File: src/rtl/tower_place_ctrl_if.sv
// Signal bundle between the tower-placer control FSM (master) and the
// key/credit logic plus drawing datapath that surround it (slave).
interface tower_place_ctrl_if;
  logic        key_right;
  logic        key_down;
  logic        key_place;
  logic [9:0]  credits;
  logic        valid;
  logic        square_done;
  logic        erase_square_done;
  logic        tower_done;

  logic        top_left;
  logic        draw_square;
  logic        move_right;
  logic        move_down;
  logic        move_right_wait;
  logic        move_down_wait;
  logic        draw_tower;
  logic        erase_square_right;
  logic        erase_square_down;
  logic        erase_square_tower;
  logic        plot;
  logic        spend;
  logic        tower_placed;
  logic [2:0]  cursor_col;
  logic [2:0]  cursor_row;
  logic [47:0] occupancy;

  modport master (
    input  key_right, key_down, key_place, credits,
           valid, square_done, erase_square_done, tower_done,
    output top_left, draw_square, move_right, move_down,
           move_right_wait, move_down_wait, draw_tower,
           erase_square_right, erase_square_down, erase_square_tower,
           plot, spend, tower_placed, cursor_col, cursor_row, occupancy
  );

  modport slave (
    output key_right, key_down, key_place, credits,
           valid, square_done, erase_square_done, tower_done,
    input  top_left, draw_square, move_right, move_down,
           move_right_wait, move_down_wait, draw_tower,
           erase_square_right, erase_square_down, erase_square_tower,
           plot, spend, tower_placed, cursor_col, cursor_row, occupancy
  );
endinterface

File: src/rtl/tower_place_ctrl.sv
// Control FSM for the tower placer: sequences cursor draw/erase/move and tower
// draw on the 8x6 grid, owns the occupancy map and the placement credit check.
module tower_place_ctrl #(
  parameter int TOWER_COST   = 10,
  parameter int TOWER_CYCLES = 1200
) (
  input  logic               clk,
  input  logic               resetn,
  tower_place_ctrl_if.master bus
);

  localparam int               CNT_W    = (TOWER_CYCLES > 1) ? $clog2(TOWER_CYCLES) : 1;
  localparam logic [CNT_W-1:0] CNT_LAST = CNT_W'(TOWER_CYCLES - 1);
  localparam logic [9:0]       COST     = 10'(TOWER_COST);

  localparam logic [3:0] S_INIT        = 4'd0;
  localparam logic [3:0] S_DRAW_SQ     = 4'd1;
  localparam logic [3:0] S_IDLE        = 4'd2;
  localparam logic [3:0] S_ERASE_R     = 4'd3;
  localparam logic [3:0] S_ERASE_D     = 4'd4;
  localparam logic [3:0] S_MOVE_R      = 4'd5;
  localparam logic [3:0] S_MOVE_D      = 4'd6;
  localparam logic [3:0] S_MOVE_R_WAIT = 4'd7;
  localparam logic [3:0] S_MOVE_D_WAIT = 4'd8;
  localparam logic [3:0] S_ERASE_T     = 4'd9;
  localparam logic [3:0] S_DRAW_T      = 4'd10;

  localparam int B_TOP_LEFT     = 0;
  localparam int B_DRAW_SQUARE  = 1;
  localparam int B_MOVE_RIGHT   = 2;
  localparam int B_MOVE_DOWN    = 3;
  localparam int B_MOVE_R_WAIT  = 4;
  localparam int B_MOVE_D_WAIT  = 5;
  localparam int B_DRAW_TOWER   = 6;
  localparam int B_ERASE_RIGHT  = 7;
  localparam int B_ERASE_DOWN   = 8;
  localparam int B_ERASE_TOWER  = 9;

  localparam int K_DOWN  = 0;
  localparam int K_RIGHT = 1;
  localparam int K_PLACE = 2;

  logic [3:0]       state_q, state_d;
  logic [2:0]       col_q, col_d;
  logic [2:0]       row_q, row_d;
  logic [47:0]      occ_q, occ_d;
  logic [CNT_W-1:0] cnt_q, cnt_d;
  logic [2:0]       key_q;
  logic             tower_done_q;
  logic [9:0]       strobe_q;
  logic             plot_q;
  logic             placed_q, placed_d;

  logic [2:0]       key_now;
  logic [2:0]       key_rise;
  logic [5:0]       cell_idx;
  logic             cell_busy;
  logic             can_afford;
  logic             tower_rise;

  // One-hot strobe pattern for each state; IDLE drives nothing.
  function automatic logic [9:0] strobe_decode(input logic [3:0] s);
    logic [9:0] v;
    v = '0;
    case (s)
      S_INIT:        v[B_TOP_LEFT]    = 1'b1;
      S_DRAW_SQ:     v[B_DRAW_SQUARE] = 1'b1;
      S_ERASE_R:     v[B_ERASE_RIGHT] = 1'b1;
      S_ERASE_D:     v[B_ERASE_DOWN]  = 1'b1;
      S_MOVE_R:      v[B_MOVE_RIGHT]  = 1'b1;
      S_MOVE_D:      v[B_MOVE_DOWN]   = 1'b1;
      S_MOVE_R_WAIT: v[B_MOVE_R_WAIT] = 1'b1;
      S_MOVE_D_WAIT: v[B_MOVE_D_WAIT] = 1'b1;
      S_ERASE_T:     v[B_ERASE_TOWER] = 1'b1;
      S_DRAW_T:      v[B_DRAW_TOWER]  = 1'b1;
      default:       v = '0;
    endcase
    return v;
  endfunction

  function automatic logic plot_decode(input logic [3:0] s);
    return (s == S_DRAW_SQ) || (s == S_DRAW_T) || (s == S_ERASE_R) ||
           (s == S_ERASE_D) || (s == S_ERASE_T);
  endfunction

  assign key_now    = {bus.key_place, bus.key_right, bus.key_down};
  assign key_rise   = key_now & ~key_q;
  assign cell_idx   = {row_q, col_q};
  assign cell_busy  = occ_q[cell_idx];
  assign can_afford = (bus.credits >= COST);
  // tower_done is sticky in the datapath, so only a fresh rise ends a draw.
  assign tower_rise = bus.tower_done & ~tower_done_q;

  always_comb begin
    // NOTE: every variable gets a default here so no path can infer a latch.
    state_d  = state_q;
    col_d    = col_q;
    row_d    = row_q;
    occ_d    = occ_q;
    cnt_d    = cnt_q;
    placed_d = 1'b0;

    case (state_q)
      S_INIT:    state_d = S_DRAW_SQ;
      S_DRAW_SQ: if (bus.square_done) state_d = S_IDLE;

      S_IDLE: begin
        // A place edge masks coincident move edges even when it is rejected.
        if (key_rise[K_PLACE]) begin
          if (!cell_busy && can_afford) state_d = S_ERASE_T;
        end else if (key_rise[K_RIGHT]) begin
          state_d = cell_busy ? S_MOVE_R : S_ERASE_R;
        end else if (key_rise[K_DOWN]) begin
          state_d = cell_busy ? S_MOVE_D : S_ERASE_D;
        end
      end

      S_ERASE_R: if (bus.erase_square_done) state_d = S_MOVE_R;
      S_ERASE_D: if (bus.erase_square_done) state_d = S_MOVE_D;

      S_MOVE_R: begin
        if (bus.valid) begin
          col_d   = (col_q == 3'd7) ? 3'd0 : col_q + 3'd1;
          state_d = S_MOVE_R_WAIT;
        end
      end

      S_MOVE_D: begin
        if (bus.valid) begin
          row_d   = (row_q == 3'd5) ? 3'd0 : row_q + 3'd1;
          state_d = S_MOVE_D_WAIT;
        end
      end

      // The cursor has already moved, so cell_busy refers to the new cell.
      S_MOVE_R_WAIT, S_MOVE_D_WAIT: state_d = cell_busy ? S_IDLE : S_DRAW_SQ;

      S_ERASE_T: begin
        if (bus.erase_square_done) begin
          cnt_d   = '0;
          state_d = S_DRAW_T;
        end
      end

      S_DRAW_T: begin
        cnt_d = cnt_q + CNT_W'(1);
        if (tower_rise || (cnt_q == CNT_LAST)) begin
          occ_d[cell_idx] = 1'b1;
          placed_d        = 1'b1;
          state_d         = S_IDLE;
        end
      end

      default: state_d = S_INIT;
    endcase
  end

  always_ff @(posedge clk or negedge resetn) begin
    if (!resetn) begin
      state_q      <= S_INIT;
      col_q        <= '0;
      row_q        <= '0;
      // NOTE: the occupancy map is plain flops, not a RAM, and must clear on reset.
      occ_q        <= '0;
      cnt_q        <= '0;
      key_q        <= '0;
      tower_done_q <= 1'b0;
      strobe_q     <= '0;
      plot_q       <= 1'b0;
      placed_q     <= 1'b0;
    end else begin
      // NOTE: non-blocking so every register samples pre-edge values.
      state_q      <= state_d;
      col_q        <= col_d;
      row_q        <= row_d;
      occ_q        <= occ_d;
      cnt_q        <= cnt_d;
      key_q        <= key_now;
      tower_done_q <= bus.tower_done;
      strobe_q     <= strobe_decode(state_q);
      plot_q       <= plot_decode(state_q);
      placed_q     <= placed_d;
    end
  end

  assign bus.top_left           = strobe_q[B_TOP_LEFT];
  assign bus.draw_square        = strobe_q[B_DRAW_SQUARE];
  assign bus.move_right         = strobe_q[B_MOVE_RIGHT];
  assign bus.move_down          = strobe_q[B_MOVE_DOWN];
  assign bus.move_right_wait    = strobe_q[B_MOVE_R_WAIT];
  assign bus.move_down_wait     = strobe_q[B_MOVE_D_WAIT];
  assign bus.draw_tower         = strobe_q[B_DRAW_TOWER];
  assign bus.erase_square_right = strobe_q[B_ERASE_RIGHT];
  assign bus.erase_square_down  = strobe_q[B_ERASE_DOWN];
  assign bus.erase_square_tower = strobe_q[B_ERASE_TOWER];
  assign bus.plot               = plot_q;
  assign bus.spend              = placed_q;
  assign bus.tower_placed       = placed_q;
  assign bus.cursor_col         = col_q;
  assign bus.cursor_row         = row_q;
  assign bus.occupancy          = occ_q;

endmodule

File: src/flat_wrapper.sv
// flat-port wrapper written by rule: the top's interface ports become plain ports
module tower_place_ctrl_flat 
#(
  parameter int TOWER_COST   = 10,
  parameter int TOWER_CYCLES = 1200
)
  (clk, resetn, bus_key_right, bus_key_down, bus_key_place, bus_credits, bus_valid, bus_square_done, bus_erase_square_done, bus_tower_done, bus_top_left, bus_draw_square, bus_move_right, bus_move_down, bus_move_right_wait, bus_move_down_wait, bus_draw_tower, bus_erase_square_right, bus_erase_square_down, bus_erase_square_tower, bus_plot, bus_spend, bus_tower_placed, bus_cursor_col, bus_cursor_row, bus_occupancy);
  tower_place_ctrl_if bus_i ();
  input  logic clk;
  input  logic resetn;
  input wire logic [$bits(bus_i.key_right)-1:0] bus_key_right;
  input wire logic [$bits(bus_i.key_down)-1:0] bus_key_down;
  input wire logic [$bits(bus_i.key_place)-1:0] bus_key_place;
  input wire logic [$bits(bus_i.credits)-1:0] bus_credits;
  input wire logic [$bits(bus_i.valid)-1:0] bus_valid;
  input wire logic [$bits(bus_i.square_done)-1:0] bus_square_done;
  input wire logic [$bits(bus_i.erase_square_done)-1:0] bus_erase_square_done;
  input wire logic [$bits(bus_i.tower_done)-1:0] bus_tower_done;
  output wire logic [$bits(bus_i.top_left)-1:0] bus_top_left;
  output wire logic [$bits(bus_i.draw_square)-1:0] bus_draw_square;
  output wire logic [$bits(bus_i.move_right)-1:0] bus_move_right;
  output wire logic [$bits(bus_i.move_down)-1:0] bus_move_down;
  output wire logic [$bits(bus_i.move_right_wait)-1:0] bus_move_right_wait;
  output wire logic [$bits(bus_i.move_down_wait)-1:0] bus_move_down_wait;
  output wire logic [$bits(bus_i.draw_tower)-1:0] bus_draw_tower;
  output wire logic [$bits(bus_i.erase_square_right)-1:0] bus_erase_square_right;
  output wire logic [$bits(bus_i.erase_square_down)-1:0] bus_erase_square_down;
  output wire logic [$bits(bus_i.erase_square_tower)-1:0] bus_erase_square_tower;
  output wire logic [$bits(bus_i.plot)-1:0] bus_plot;
  output wire logic [$bits(bus_i.spend)-1:0] bus_spend;
  output wire logic [$bits(bus_i.tower_placed)-1:0] bus_tower_placed;
  output wire logic [$bits(bus_i.cursor_col)-1:0] bus_cursor_col;
  output wire logic [$bits(bus_i.cursor_row)-1:0] bus_cursor_row;
  output wire logic [$bits(bus_i.occupancy)-1:0] bus_occupancy;
  assign bus_i.key_right = bus_key_right;
  assign bus_i.key_down = bus_key_down;
  assign bus_i.key_place = bus_key_place;
  assign bus_i.credits = bus_credits;
  assign bus_i.valid = bus_valid;
  assign bus_i.square_done = bus_square_done;
  assign bus_i.erase_square_done = bus_erase_square_done;
  assign bus_i.tower_done = bus_tower_done;
  assign bus_top_left = bus_i.top_left;
  assign bus_draw_square = bus_i.draw_square;
  assign bus_move_right = bus_i.move_right;
  assign bus_move_down = bus_i.move_down;
  assign bus_move_right_wait = bus_i.move_right_wait;
  assign bus_move_down_wait = bus_i.move_down_wait;
  assign bus_draw_tower = bus_i.draw_tower;
  assign bus_erase_square_right = bus_i.erase_square_right;
  assign bus_erase_square_down = bus_i.erase_square_down;
  assign bus_erase_square_tower = bus_i.erase_square_tower;
  assign bus_plot = bus_i.plot;
  assign bus_spend = bus_i.spend;
  assign bus_tower_placed = bus_i.tower_placed;
  assign bus_cursor_col = bus_i.cursor_col;
  assign bus_cursor_row = bus_i.cursor_row;
  assign bus_occupancy = bus_i.occupancy;
  tower_place_ctrl #(.TOWER_COST(TOWER_COST), .TOWER_CYCLES(TOWER_CYCLES)) u_core (.clk(clk), .resetn(resetn), .bus(bus_i));
endmodule
File: config.mk
export PLATFORM = sky130hd
export DESIGN_NAME = tower_place_ctrl_flat
export DESIGN_NICKNAME = d
export VERILOG_FILES = /design/src/rtl/tower_place_ctrl_if.sv /design/src/rtl/tower_place_ctrl.sv /design/src/flat_wrapper.sv
export SDC_FILE = /design/constraint.sdc
export NUM_CORES = 1
export LEC_CHECK = 0
export CORE_UTILIZATION = 55
export DETAILED_ROUTE_END_ITERATION = 16
export PLACE_DENSITY = 0.86
export SYNTH_ARGS = -nofsm -noshare
export SYNTH_HDL_FRONTEND = slang
export SYNTH_SLANG_ARGS = --single-unit
export TNS_END_PERCENT = 1
File: constraint.sdc
create_clock -name clk -period 6.3 [get_ports clk]
set_input_delay 0.63 -clock clk [delete_from_list [all_inputs] [get_ports clk]]
set_output_delay 0.63 -clock clk [all_outputs]
set_load 0.02 [all_outputs]
==> results of run 1 <==
[final timing paths]
check	end	depth (start not counted)	slack (ns)
hold / removal	u_core.cnt_q[0]$_DFFE_PN0P_	1	0.45
setup reg to reg	u_core.state_q[1]$_DFFE_PN0P_	9	2.89
hold reg to reg	u_core.cnt_q[10]$_DFFE_PN0P_	1	0.48
max in group asynchronous	u_core.bus.occupancy[13]$_DFFE_PN0P_	1	5.20
setup / recovery	u_core.state_q[1]$_DFFE_PN0P_	9	2.89
min in group clk	u_core.cnt_q[10]$_DFFE_PN0P_	1	0.48
[state kept, by name (all words and copies together), names as in the netlist]
name and count:
u_core.cnt_q 11, u_core.key_q 3, u_core.strobe_q 10, u_core.bus.spend 1, u_core.tower_done_q 1, u_core.bus.cursor_col 3
u_core.bus.occupancy 48, u_core.bus.plot 1, u_core.state_q 4, u_core.bus.cursor_row 3
[metal layers]
| metal | up-vias | wire (µm) | global-route usage (%) |
|---|---|---|---|
| met4 | 0 | 197 | 10.6 |
| li1 | 1467 | - | - |
| met1 | 1633 | 4120 | 38.6 |
| met2 | 159 | 4850 | 45.5 |
| met5 | - | 0 | 0 |
| met3 | 19 | 732 | 6.64 |
[kinds of logic after synthesis]
family	after synthesis	synth area share (%)
muxes	23	8.05
xor gates and xnor gates	3	0.663
buffers and inverters	28	3.28
adders and majority gates	4	1.26
DFF	85	53.6
and+or+nand+nor	114	14.5
AOI/OAI and AO/OA	101	18.6
[power by group through the flow]
stage | combinational [mW] | sequential (mW) | clock, mW
after floorplan | 0.456 | 0.778 | 0
after global placement | 0.639 | 0.794 | 0
after detailed placement | 0.667 | 0.802 | 0
after CTS | 0.675 | 0.793 | 0.466
after global routing | 0.734 | 0.817 | 0.493
final | 0.679 | 0.799 | 0.462
[Yosys cell counts, types with 3 or more instances]
| cell | number |
|---|---|
| sky130_fd_sc_hd__a211oi_1 | 3 |
| sky130_fd_sc_hd__nand4_1 | 3 |
| sky130_fd_sc_hd__mux2_2 | 9 |
| sky130_fd_sc_hd__nor2_1 | 25 |
| sky130_fd_sc_hd__ha_1 | 4 |
| sky130_fd_sc_hd__buf_2 | 5 |
| sky130_fd_sc_hd__a31o_2 | 7 |
| sky130_fd_sc_hd__o21ai_0 | 18 |
| sky130_fd_sc_hd__a21o_1 | 18 |
| sky130_fd_sc_hd__mux2i_1 | 9 |
| sky130_fd_sc_hd__o31ai_1 | 4 |
| sky130_fd_sc_hd__inv_1 | 9 |
| sky130_fd_sc_hd__buf_1 | 5 |
| sky130_fd_sc_hd__mux4_1 | 4 |
| sky130_fd_sc_hd__nand2b_1 | 10 |
| sky130_fd_sc_hd__nand3_1 | 9 |
| sky130_fd_sc_hd__nand3b_1 | 3 |
| sky130_fd_sc_hd__a21oi_1 | 4 |
| sky130_fd_sc_hd__nor4_1 | 6 |
| sky130_fd_sc_hd__o22ai_1 | 3 |
| sky130_fd_sc_hd__nor2b_1 | 4 |
| sky130_fd_sc_hd__nand2_1 | 30 |
| sky130_fd_sc_hd__o21bai_1 | 26 |
| sky130_fd_sc_hd__clkbuf_1 | 4 |
| sky130_fd_sc_hd__dfrtp_1 | 85 |
| sky130_fd_sc_hd__nor3_1 | 12 |
[worst reg2reg max path, delay by kind of cell, from the launching register on]
family                     cells  cell delay [ns]
buffers and inverters          1             0.51
adders and majority gates      1             0.33
AOI/OAI and AO/OA              5             1.06
DFF                            1             0.85
and+or+nand+nor                2             0.57
[stage by stage]
step	power, mW	hold slack (ns)	cells	instance area [µm²]
2_1_floorplan	1.23	0.334	358	3970
3_3_place_gp	1.43	0.455	522	4840
3_5_place_dp	1.47	0.461	522	4840
4_1_cts	1.93	0.485	538	5080
5_1_grt	2.04	0.508	538	5080
6_report	1.94	0.446	538	5080
[final cells by class]
cell class | instances | area, µm²
Sequential cell | 85 | 2130
Fill cell | 444 | 1790
Multi-Input combinational cell | 245 | 1710
Timing Repair Buffer | 85 | 846
Clock buffer | 12 | 145
Tap cell | 96 | 120
Clock inverter | 4 | 95.1
Inverter | 11 | 41.3
==> impl_metrics.prom, run 1 <==
# TYPE chip_impl_metric gauge
chip_impl_metric{name="final-setup-viol-count",unit=""} 0
chip_impl_metric{name="finClkSkew",unit="ns"} 0.00677
chip_impl_metric{name="swShare",unit="%"} 37.3
chip_impl_metric{name="placement.setup.worst_slack",unit="ns"} 2.97
chip_impl_info{name="rsz0062_at_grt",value="no"} 1
chip_impl_metric{name="required",unit="ns"} 6.54
chip_impl_metric{name="cts_made_buffers",unit=""} 9
chip_impl_info{name="most_common_cell_after_layout_fill_and_taps_aside",value="sky130_fd_sc_hd__dfrtp_1"} 1
chip_impl_metric{name="synthArstFlopShare",unit="%"} 100
chip_impl_metric{name="number_of_instances_in_the_synthesized_netlist",unit=""} 358
chip_impl_info{name="setup.worst_path.start_class",value="flip-flop"} 1
chip_impl_metric{name="global_route.overflow_total",unit=""} 0
chip_impl_metric{name="critPathMaxFanout",unit=""} 23
chip_impl_metric{name="relSlewSlack",unit="%"} 32.0
chip_impl_info{name="synthTopCellsByArea",value="sky130_fd_sc_hd__dfrtp_1 (54%), sky130_fd_sc_hd__o21bai_1 (4.9%), sky130_fd_sc_hd__a21o_1 (3.4%), sky130_fd_sc_hd__nand2_1 (2.8%), sky130_fd_sc_hd__mux4_1 (2.7%)"} 1
chip_impl_metric{name="route.detailed.wl_per_inst",unit="µm"} 18.4
chip_impl_metric{name="floorplan.die.width",unit="µm"} 86.9
chip_impl_metric{name="synth_area_per_cell",unit="µm²"} 11.1
chip_impl_metric{name="antenna_left",unit=""} 0
chip_impl_metric{name="final_layout_size_suffix_gt1_share",unit="%"} 9.05
chip_impl_metric{name="io_count",unit=""} 86
chip_impl_metric{name="syn-cell-area",unit="mm²"} 0.00397
chip_impl_metric{name="power.clock.fraction",unit="%"} 23.8
chip_impl_metric{name="detailedPlacementHpwl",unit="µm"} 6670
chip_impl_metric{name="number_of_failing_hold_endpoints_at_the_final_stage",unit=""} 0
chip_impl_metric{name="maximum_number_of_pins_on_one_net_before_global_route_repair",unit=""} 86
chip_impl_metric{name="grt_first_pass_wirelength",unit="µm"} 16200
chip_impl_info{name="worst_r2r_startpoint",value="u_core.bus.cursor_col[1]$_DFFE_PN0P_"} 1
chip_impl_metric{name="starting_utilization_of_the_core_area",unit="%"} 57.7
chip_impl_metric{name="die-area",unit="mm²"} 0.00755
chip_impl_metric{name="fmax",unit="MHz"} 293
chip_impl_info{name="run_status",value="finished clean"} 1
chip_impl_metric{name="share_seq_of_total_power",unit="%"} 41.2
chip_impl_metric{name="synth_edf_count",unit=""} 0
chip_impl_metric{name="clock_path_buffers",unit=""} 2
chip_impl_metric{name="period_minus_slack",unit="ns"} 3.41
chip_impl_metric{name="switching_power",unit="µW"} 723
chip_impl_metric{name="final_util",unit="%"} 74.0
chip_impl_metric{name="die-height",unit="µm"} 86.9
chip_impl_metric{name="finalMaxSlewViolations",unit=""} 0
chip_impl_metric{name="seq_area_frac_synth",unit="%"} 53.6
chip_impl_metric{name="yosys_register_bits",unit=""} 85
chip_impl_metric{name="area_growth",unit="%"} 28.2
chip_impl_metric{name="post_cts_clock_slew_at_the_launch_and_capture_registers_of_the_worst_setup_and_hold_paths",unit="ns"} 0.08
chip_impl_metric{name="drtPass1Iterations",unit=""} 5
chip_impl_metric{name="synth_warnings",unit=""} 0
chip_impl_info{name="holdCritPathClass",value="input port to asynchronous set/reset pin"} 1
chip_impl_metric{name="p_int",unit="mW"} 1.22
chip_impl_metric{name="tightestPinTransition",unit="ns"} 1.02
chip_impl_metric{name="crit_buf_inv",unit=""} 1
chip_impl_metric{name="mappedNetlistNets",unit=""} 381
chip_impl_metric{name="htreeDepth",unit=""} 3
chip_impl_metric{name="peakVddDrop",unit="mV"} 0.219
chip_impl_info{name="synth_area_leader_cell",value="sky130_fd_sc_hd__dfrtp_1"} 1
chip_impl_metric{name="route.detailed.drc",unit=""} 0
chip_impl_info{name="root_buffer",value="sky130_fd_sc_hd__clkbuf_8"} 1
chip_impl_info{name="timing.setup.critical_path_class",value="flip-flop to flip-flop"} 1
chip_impl_metric{name="cts_repair_resize_count",unit=""} 0
chip_impl_info{name="cpMaxStageDelayCell",value="sky130_fd_sc_hd__dfrtp_1"} 1
chip_impl_info{name="mostFrequentLayoutCells",value="sky130_fd_sc_hd__dfrtp_1 (85), sky130_fd_sc_hd__clkdlybuf4s50_1 (83), sky130_fd_sc_hd__nand2_1 (30)"} 1
chip_impl_metric{name="yosys.cell_types.count",unit=""} 53
chip_impl_metric{name="via_to_cell_ratio",unit=""} 6.09
chip_impl_metric{name="p_leak",unit="nW"} 2.34
chip_impl_metric{name="critPathArrivalTime",unit="ns"} 3.66
chip_impl_metric{name="clkSinkCount",unit=""} 85
chip_impl_metric{name="netlist.area_leader.share",unit="%"} 53.6
chip_impl_metric{name="numPortBuffers",unit=""} 84
chip_impl_metric{name="setup-tns-final",unit="ns"} 0
chip_impl_info{name="setup.worst_path.end_class",value="flip-flop"} 1
chip_impl_metric{name="num_antenna_cells",unit=""} 0
chip_impl_metric{name="layout.nets",unit=""} 460
chip_impl_metric{name="power.share.combinational",unit="%"} 35.0
chip_impl_info{name="worst_setup_path_startpoint",value="u_core.bus.cursor_col[1]$_DFFE_PN0P_"} 1
chip_impl_metric{name="vias",unit=""} 3278
chip_impl_metric{name="detail_route.iter0.violations",unit=""} 321
chip_impl_info{name="postSynth.topFlopCell",value="sky130_fd_sc_hd__dfrtp_1"} 1
chip_impl_metric{name="grt_util_all_layers",unit="%"} 28.6
chip_impl_metric{name="clk-insertion-delay-late",unit="ns"} 0.35
chip_impl_metric{name="min_period_over_period",unit="%"} 54.2
chip_impl_info{name="cp_cell_sequence",value="clkinv_1 -> o32ai_1 -> a211oi_1 -> nor4_1 -> nor2_1 -> ha_1 -> o221a_2 -> o31ai_1 -> o31a_1"} 1
chip_impl_metric{name="post_cts_hold_buffer_count",unit=""} 0
chip_impl_metric{name="floorplan.rows",unit=""} 30
chip_impl_metric{name="layout_setup_ws",unit="ns"} 2.89
chip_impl_metric{name="power_density",unit="mW/mm²"} 382
chip_impl_metric{name="grt_antenna_before_repair",unit=""} 0
chip_impl_info{name="cts_tree",value="yes"} 1
chip_impl_metric{name="finalWirelength",unit="µm"} 9910
chip_impl_metric{name="cap_viol_max_count",unit=""} 0
chip_impl_metric{name="critical-path-max-stage-delay",unit="ns"} 0.85
chip_impl_info{name="crit_family",value="compound AO/OA/AOI/OAI gates"} 1
chip_impl_metric{name="design.core.area",unit="mm²"} 0.00687
chip_impl_metric{name="first_global_vias",unit=""} 3169
chip_impl_metric{name="place_congestion",unit=""} 0.855
chip_impl_metric{name="postCtsSetupBuffers",unit=""} 0
Power figures use the tool's default switching activity.
==> inputs of run 2 (changes only) <==
--- a/config.mk
+++ b/config.mk
@@ -5,9 +5,9 @@
 export SDC_FILE = /design/constraint.sdc
 export NUM_CORES = 1
 export LEC_CHECK = 0
-export CORE_UTILIZATION = 55
+export CORE_UTILIZATION = 46
 export DETAILED_ROUTE_END_ITERATION = 16
-export PLACE_DENSITY = 0.86
+export PLACE_DENSITY = 0.76
 export SYNTH_ARGS = -nofsm -noshare
 export SYNTH_HDL_FRONTEND = slang
 export SYNTH_SLANG_ARGS = --single-unit
==> constraint.sdc (replaced) <==
create_clock -name clk -period 3.1 [get_ports clk]
set_input_delay 0.31 -clock clk [delete_from_list [all_inputs] [get_ports clk]]
set_output_delay 0.31 -clock clk [all_outputs]
set_load 0.02 [all_outputs]
==> run 2 against run 1 <==
  * Worst setup slack got worse by 2.7 ns
  * Clock skew increased by 0.0018 ns
  * Combinational power increased by 120%
==> impl_metrics.prom, run 2 (synthesized netlist as in run 1, its figures left out) <==
# TYPE chip_impl_metric gauge
chip_impl_metric{name="filler_cell_count",unit=""} 705
chip_impl_metric{name="post_cts_hold_buffer_count",unit=""} 0
chip_impl_info{name="cts_tree",value="yes"} 1
chip_impl_metric{name="global_route.overflow_total",unit=""} 0
chip_impl_metric{name="power.clock.fraction",unit="%"} 20.7
chip_impl_metric{name="power_density",unit="mW/mm²"} 748
chip_impl_info{name="holdCritPathClass",value="input port to asynchronous set/reset pin"} 1
chip_impl_metric{name="grt_first_pass_wirelength",unit="µm"} 15400
chip_impl_metric{name="antenna_left",unit=""} 0
chip_impl_metric{name="required",unit="ns"} 3.35
chip_impl_info{name="timing.setup.critical_path_class",value="flip-flop to flip-flop"} 1
chip_impl_metric{name="finalWirelength",unit="µm"} 9550
chip_impl_metric{name="clk-insertion-delay-late",unit="ns"} 0.36
chip_impl_metric{name="critPathMaxFanout",unit=""} 14
chip_impl_metric{name="drtPass1Iterations",unit=""} 5
chip_impl_info{name="mostFrequentLayoutCells",value="sky130_fd_sc_hd__clkdlybuf4s50_1 (83), sky130_fd_sc_hd__dfrtp_1 (83), sky130_fd_sc_hd__nand2_1 (30)"} 1
chip_impl_metric{name="finClkSkew",unit="ns"} 0.00857
chip_impl_metric{name="number_of_flip_flops_under_the_largest_register_name",unit=""} 48
chip_impl_metric{name="htreeDepth",unit=""} 3
chip_impl_metric{name="maximum_number_of_pins_on_one_net_before_global_route_repair",unit=""} 86
chip_impl_metric{name="detailedPlacementHpwl",unit="µm"} 6810
chip_impl_metric{name="final_layout_size_suffix_gt1_share",unit="%"} 12.1
chip_impl_metric{name="place_inst",unit=""} 542
chip_impl_metric{name="route.detailed.drc",unit=""} 0
chip_impl_metric{name="worst-r2r-setup-slack",unit="ns"} 0.24
chip_impl_metric{name="design.core.area",unit="mm²"} 0.00830
chip_impl_info{name="setup.worst_path.start_class",value="flip-flop"} 1
chip_impl_metric{name="num_antenna_cells",unit=""} 0
chip_impl_metric{name="floorplan.rows",unit=""} 33
chip_impl_metric{name="dpl_cell_area",unit="mm²"} 0.00494
chip_impl_metric{name="finalNonFillerCells",unit=""} 558
chip_impl_metric{name="detail_route.iter0.violations",unit=""} 204
chip_impl_metric{name="postCtsSetupBuffers",unit=""} 0
chip_impl_metric{name="via_to_cell_ratio",unit=""} 5.73
chip_impl_metric{name="seq_area",unit="mm²"} 0.00213
chip_impl_metric{name="p_leak",unit="nW"} 2.37
chip_impl_metric{name="die-height",unit="µm"} 94.8
chip_impl_metric{name="die-area",unit="mm²"} 0.00899
chip_impl_info{name="setup.worst_path.end_class",value="flip-flop"} 1
chip_impl_metric{name="number_of_failing_hold_endpoints_at_the_final_stage",unit=""} 0
chip_impl_metric{name="final_util",unit="%"} 62.0
chip_impl_metric{name="layout_setup_ws",unit="ns"} 0.237
chip_impl_metric{name="first_global_vias",unit=""} 3140
chip_impl_metric{name="setup-tns-final",unit="ns"} 0
chip_impl_metric{name="worst_case_hold_slack",unit="ns"} 0.126
chip_impl_metric{name="post_cts_clock_slew_at_the_launch_and_capture_registers_of_the_worst_setup_and_hold_paths",unit="ns"} 0.09
chip_impl_metric{name="placement.setup.worst_slack",unit="ns"} 0.0907
chip_impl_metric{name="power.share.combinational",unit="%"} 38.2
chip_impl_metric{name="multi_input_area",unit="mm²"} 0.00171
chip_impl_metric{name="p_int",unit="mW"} 2.37
chip_impl_metric{name="area_growth",unit="%"} 29.8
chip_impl_metric{name="clock_path_buffers",unit=""} 2
chip_impl_metric{name="route.detailed.wl_per_inst",unit="µm"} 17.1
chip_impl_metric{name="tightestPinTransition",unit="ns"} 1.02
chip_impl_metric{name="swShare",unit="%"} 38.3
chip_impl_metric{name="final-setup-viol-count",unit=""} 0
chip_impl_metric{name="cts_made_buffers",unit=""} 9
chip_impl_info{name="rsz0062_at_grt",value="no"} 1
chip_impl_metric{name="floorplan.die.width",unit="µm"} 94.8
chip_impl_metric{name="share_seq_of_total_power",unit="%"} 41.1
chip_impl_metric{name="switching_power",unit="mW"} 1.48
chip_impl_metric{name="io_count",unit=""} 86
chip_impl_metric{name="numPortBuffers",unit=""} 84
chip_impl_metric{name="grt_antenna_before_repair",unit=""} 0
chip_impl_metric{name="min_period_over_period",unit="%"} 92.4
chip_impl_metric{name="peakVddDrop",unit="mV"} 0.487
chip_impl_info{name="run_status",value="finished clean"} 1
chip_impl_metric{name="cap_viol_max_count",unit=""} 0
chip_impl_metric{name="period_minus_slack",unit="ns"} 2.86
chip_impl_metric{name="vias",unit=""} 3196
chip_impl_metric{name="grt_util_all_layers",unit="%"} 22.6
chip_impl_metric{name="fin_total_pwr",unit="mW"} 3.85
chip_impl_metric{name="critPathArrivalTime",unit="ns"} 3.11
chip_impl_metric{name="layout.nets",unit=""} 471
chip_impl_metric{name="finalMaxSlewViolations",unit=""} 0
chip_impl_metric{name="place_congestion",unit=""} 0.833
chip_impl_metric{name="fmax",unit="MHz"} 349
chip_impl_metric{name="clkSinkCount",unit=""} 85
chip_impl_metric{name="starting_utilization_of_the_core_area",unit="%"} 47.8
chip_impl_info{name="root_buffer",value="sky130_fd_sc_hd__clkbuf_8"} 1
chip_impl_metric{name="cts_repair_resize_count",unit=""} 0
chip_impl_metric{name="final_cell_area",unit="mm²"} 0.00514
chip_impl_metric{name="relSlewSlack",unit="%"} 32.0
[run 2: worst max-delay path: stages, from the launching register on]
cell                      delay [ns]
sky130_fd_sc_hd__dfrtp_2        0.57
sky130_fd_sc_hd__mux4_1         0.61
sky130_fd_sc_hd__mux2_2         0.30
sky130_fd_sc_hd__o22ai_2        0.18
sky130_fd_sc_hd__nor4_2         0.09
sky130_fd_sc_hd__nor2_1         0.26
sky130_fd_sc_hd__ha_1           0.19
sky130_fd_sc_hd__o221a_2        0.17
sky130_fd_sc_hd__o31ai_1        0.07
sky130_fd_sc_hd__o31a_1         0.29
[run 2: path summary, 6_finish.rpt]
path                                                      startpoint                                    to  cells after the start
worst max-delay path            u_core.bus.cursor_col[0]$_DFFE_PN0P_         u_core.state_q[1]$_DFFE_PN0P_                      9
worst min-delay path                                          resetn           u_core.cnt_q[7]$_DFFE_PN0P_                      1
worst max register to register  u_core.bus.cursor_col[0]$_DFFE_PN0P_         u_core.state_q[1]$_DFFE_PN0P_                      9
worst min register to register          u_core.cnt_q[10]$_DFFE_PN0P_          u_core.cnt_q[10]$_DFFE_PN0P_                      1
max in group asynchronous                                     resetn  u_core.bus.cursor_col[2]$_DFFE_PN0P_                      1
min in group clk                                       bus_key_right             u_core.key_q[1]$_DFF_PN0_                      1
[run 2: final cells by class]
type                            count  share of cell area, %
Multi-Input combinational cell    245                   33.3
Clock buffer                       11                   2.75
Sequential cell                    85                   41.4
Tap cell                          105                   2.55
Inverter                           11                  0.803
Timing Repair Buffer               96                   18.0
Clock inverter                      5                   1.14
[run 2: routing by layer]
| metal | global-route usage [%] | wire (µm) |
|---|---|---|
| met5 | 0 | 0 |
| met3 | 3.86 | 529 |
| met1 | 29.5 | 4240 |
| met4 | 9.60 | 170 |
| met2 | 37.2 | 4620 |
[run 2: power by group through the flow]
stage | Combinational (mW) | Clock, mW | Sequential [mW]
6_report | 1.47 | 0.797 | 1.58
3_3_place_gp | 1.40 | 0 | 1.58
5_1_grt | 1.61 | 0.848 | 1.62
2_1_floorplan | 0.927 | 0 | 1.58
4_1_cts | 1.46 | 0.808 | 1.58
3_5_place_dp | 1.45 | 0 | 1.59
==> inputs of run 3 (changes only) <==
--- a/config.mk
+++ b/config.mk
@@ -6,8 +6,9 @@
 export NUM_CORES = 1
 export LEC_CHECK = 0
 export CORE_UTILIZATION = 46
+export CTS_CLUSTER_DIAMETER = 40
 export DETAILED_ROUTE_END_ITERATION = 16
-export PLACE_DENSITY = 0.76
+export PLACE_DENSITY = 0.85
 export SYNTH_ARGS = -nofsm -noshare
 export SYNTH_HDL_FRONTEND = slang
 export SYNTH_SLANG_ARGS = --single-unit
==> run 3 against run 2 <==
  * Via count is 1.4% higher
  * Sequential cell count stayed put
  * Register-to-register slack better by 0.03 ns
  * Maximum frequency grew 0.92%
  * Clock skew is 0.0019 ns higher
  * Sequential share of layout area grew 0.097 points
  * Wire length rose by 1.7%
  * Final area fell by 0.29%
  * Utilization is 0.18 points lower
  * Final cell count is 0.54% lower
  * Sequential power about the same
==> impl_metrics.prom, run 3 (synthesized netlist as in run 1, its figures left out) <==
# TYPE chip_impl_metric gauge
chip_impl_metric{name="clk-insertion-delay-late",unit="ns"} 0.36
chip_impl_metric{name="htreeDepth",unit=""} 3
chip_impl_metric{name="grt_first_pass_wirelength",unit="µm"} 15500
chip_impl_info{name="grt_most_used_layer",value="met2"} 1
chip_impl_metric{name="die-height",unit="µm"} 94.8
chip_impl_metric{name="power_density",unit="mW/mm²"} 750
chip_impl_metric{name="final_util",unit="%"} 61.8
chip_impl_metric{name="switching_power",unit="mW"} 1.48
chip_impl_metric{name="io_count",unit=""} 86
chip_impl_metric{name="required",unit="ns"} 3.35
chip_impl_metric{name="met2_layer_usage_reported_by_global_route",unit="%"} 37.4
chip_impl_metric{name="reg2reg_depth",unit=""} 9
chip_impl_metric{name="post_cts_clock_slew_at_the_launch_and_capture_registers_of_the_worst_setup_and_hold_paths",unit="ns"} 0.09
chip_impl_metric{name="peakVddDrop",unit="mV"} 0.416
chip_impl_metric{name="maximum_number_of_pins_on_one_net_before_global_route_repair",unit=""} 86
chip_impl_metric{name="swShare",unit="%"} 38.6
chip_impl_metric{name="final_layout_size_suffix_gt1_share",unit="%"} 11.6
chip_impl_metric{name="num_antenna_cells",unit=""} 0
chip_impl_metric{name="floorplan.rows",unit=""} 33
chip_impl_metric{name="finalMaxSlewViolations",unit=""} 0
chip_impl_metric{name="first_global_vias",unit=""} 3094
chip_impl_metric{name="cts_made_buffers",unit=""} 9
chip_impl_metric{name="share_seq_of_total_power",unit="%"} 41.0
chip_impl_info{name="rsz0062_at_grt",value="no"} 1
chip_impl_metric{name="power.clock.fraction",unit="%"} 21.1
chip_impl_metric{name="p_leak",unit="nW"} 2.35
chip_impl_metric{name="design.core.area",unit="mm²"} 0.00830
chip_impl_metric{name="relSlewSlack",unit="%"} 30.9
chip_impl_info{name="setup.worst_path.start_class",value="flip-flop"} 1
chip_impl_metric{name="die-area",unit="mm²"} 0.00899
chip_impl_info{name="mostFrequentLayoutCells",value="sky130_fd_sc_hd__dfrtp_1 (84), sky130_fd_sc_hd__clkdlybuf4s50_1 (83), sky130_fd_sc_hd__nand2_1 (30)"} 1
chip_impl_metric{name="via_to_cell_ratio",unit=""} 5.84
chip_impl_metric{name="detail_route.iter0.violations",unit=""} 176
chip_impl_metric{name="global_route.overflow_total",unit=""} 0
chip_impl_info{name="holdCritPathClass",value="input port to asynchronous set/reset pin"} 1
chip_impl_metric{name="antenna_left",unit=""} 0
chip_impl_info{name="cts_tree",value="yes"} 1
chip_impl_metric{name="cap_viol_max_count",unit=""} 0
chip_impl_metric{name="worst-r2r-setup-slack",unit="ns"} 0.26
chip_impl_metric{name="finClkSkew",unit="ns"} 0.0104
chip_impl_info{name="root_buffer",value="sky130_fd_sc_hd__clkbuf_8"} 1
chip_impl_metric{name="power.share.combinational",unit="%"} 37.9
chip_impl_metric{name="place_congestion",unit=""} 0.827
chip_impl_metric{name="critPathArrivalTime",unit="ns"} 3.08
chip_impl_metric{name="layout.nets",unit=""} 468
chip_impl_metric{name="number_of_failing_hold_endpoints_at_the_final_stage",unit=""} 0
chip_impl_metric{name="clkSinkCount",unit=""} 85
chip_impl_metric{name="critPathMaxFanout",unit=""} 15
chip_impl_metric{name="setup-tns-final",unit="ns"} 0
chip_impl_metric{name="postCtsSetupBuffers",unit=""} 0
chip_impl_info{name="rr_endpoint",value="u_core.state_q[1]$_DFFE_PN0P_"} 1
chip_impl_metric{name="met1_usage",unit="%"} 30.3
chip_impl_metric{name="grt_antenna_before_repair",unit=""} 0
chip_impl_info{name="setup.worst_path.end_class",value="flip-flop"} 1
chip_impl_metric{name="min_period_over_period",unit="%"} 91.5
chip_impl_metric{name="vias",unit=""} 3242
chip_impl_metric{name="filler_cell_count",unit=""} 641
chip_impl_metric{name="final-setup-viol-count",unit=""} 0
chip_impl_metric{name="route.detailed.drc",unit=""} 0
chip_impl_metric{name="drtPass1Iterations",unit=""} 5
chip_impl_metric{name="worst_case_hold_slack",unit="ns"} 0.119
chip_impl_metric{name="detailedPlacementHpwl",unit="µm"} 6750
chip_impl_metric{name="grt_util_all_layers",unit="%"} 22.9
chip_impl_info{name="most_common_cell_after_layout_fill_and_taps_aside",value="sky130_fd_sc_hd__dfrtp_1"} 1
chip_impl_metric{name="finalWirelength",unit="µm"} 9710
chip_impl_info{name="worst_r2r_startpoint",value="u_core.bus.cursor_col[0]$_DFFE_PN0P_"} 1
chip_impl_metric{name="clock_path_buffers",unit=""} 2
chip_impl_metric{name="fmax",unit="MHz"} 352
chip_impl_metric{name="route.detailed.wl_per_inst",unit="µm"} 17.5
chip_impl_metric{name="p_int",unit="mW"} 2.36
chip_impl_metric{name="numPortBuffers",unit=""} 84
chip_impl_metric{name="post_cts_hold_buffer_count",unit=""} 0
chip_impl_metric{name="number_of_flip_flops_under_the_largest_register_name",unit=""} 48
chip_impl_info{name="run_status",value="finished clean"} 1
chip_impl_metric{name="period_minus_slack",unit="ns"} 2.84
chip_impl_metric{name="gr_util_met3",unit="%"} 5.07
chip_impl_metric{name="area_growth",unit="%"} 29.4
chip_impl_info{name="timing.setup.critical_path_class",value="flip-flop to flip-flop"} 1
chip_impl_info{name="worst_setup_path_startpoint",value="u_core.bus.cursor_col[0]$_DFFE_PN0P_"} 1
chip_impl_metric{name="floorplan.die.width",unit="µm"} 94.8
chip_impl_metric{name="starting_utilization_of_the_core_area",unit="%"} 47.8
chip_impl_metric{name="tightestPinTransition",unit="ns"} 1.04
run 3: cell types whose count changed in the layout (fill, tap and decap cells not counted):
cell | before | now
sky130_fd_sc_hd__dfrtp_1 | 83 | 84
sky130_fd_sc_hd__dfrtp_2 | 2 | 1
sky130_fd_sc_hd__buf_4 | 13 | 10
sky130_fd_sc_hd__clkinv_2 | 1 | 0
sky130_fd_sc_hd__clkinv_4 | 0 | 2
sky130_fd_sc_hd__clkbuf_1 | 1 | 0
run 3: stage by stage:
stage	setup WS [ns]	cells	area [µm²]	total power, mW
floorplan	0.321	358	3970	2.51
global route	0.133	555	5130	4.08
finish	0.263	555	5130	3.85
global placement	0.203	539	4910	2.97
CTS	0.0754	555	5120	3.84
detailed placement	0.102	539	4910	3.02
run 3: worst max-delay path by stage:
stage,end,slack (ns),depth (start not counted)
final,u_core.state_q[1]$_DFFE_PN0P_,0.26,9
after global routing,u_core.state_q[1]$_DFFE_PN0P_,0.13,10
after CTS,u_core.state_q[1]$_DFFE_PN0P_,0.08,9
after detailed placement,u_core.state_q[1]$_DFFE_PN0P_,0.10,9
after global placement,u_core.state_q[1]$_DFFE_PN0P_,0.20,9
after floorplan,u_core.state_q[1]$_DFFE_PN0P_,0.32,11
run 3: critical path: stages, from the launching register on:
cell,delay [ns]
sky130_fd_sc_hd__dfrtp_2,0.59
sky130_fd_sc_hd__mux4_1,0.61
sky130_fd_sc_hd__mux2_2,0.32
sky130_fd_sc_hd__o22ai_2,0.18
sky130_fd_sc_hd__nor4_2,0.09
sky130_fd_sc_hd__nor2_1,0.22
sky130_fd_sc_hd__ha_1,0.17
sky130_fd_sc_hd__o221a_2,0.17
sky130_fd_sc_hd__o31ai_1,0.07
sky130_fd_sc_hd__o31a_1,0.30
run 3: power groups by stage:
stage	Clock [mW]	Sequential [mW]	Combinational (mW)
final	0.813	1.58	1.46
after global routing	0.875	1.61	1.59
after CTS	0.826	1.57	1.44
after detailed placement	0	1.59	1.44
after global placement	0	1.58	1.39
after floorplan	0	1.58	0.927
run 3: what timing repair did:
action,4_1_cts,5_1_grt
endpoints found under the setup margin,0,1
endpoints found under the hold margin,0,0
gates resized for setup,0,2
run 3: final cells by class:
type | count | area [µm²] | area share (%)
Timing Repair Buffer | 93 | 906 | 17.7
Clock inverter | 6 | 71.3 | 1.39
Sequential cell | 85 | 2130 | 41.5
Tap cell | 105 | 131 | 2.56
Inverter | 11 | 41.3 | 0.805
Clock buffer | 10 | 138 | 2.68
Multi-Input combinational cell | 245 | 1710 | 33.4
run 3: metal layers:
| layer | part of all wire (%) | vias up |
|---|---|---|
| li1 | - | 1484 |
| met1 | 43 | 1610 |
| met2 | 48 | 131 |
| met3 | 6.6 | 17 |
| met4 | 2.1 | 0 |
| met5 | 0 | - |
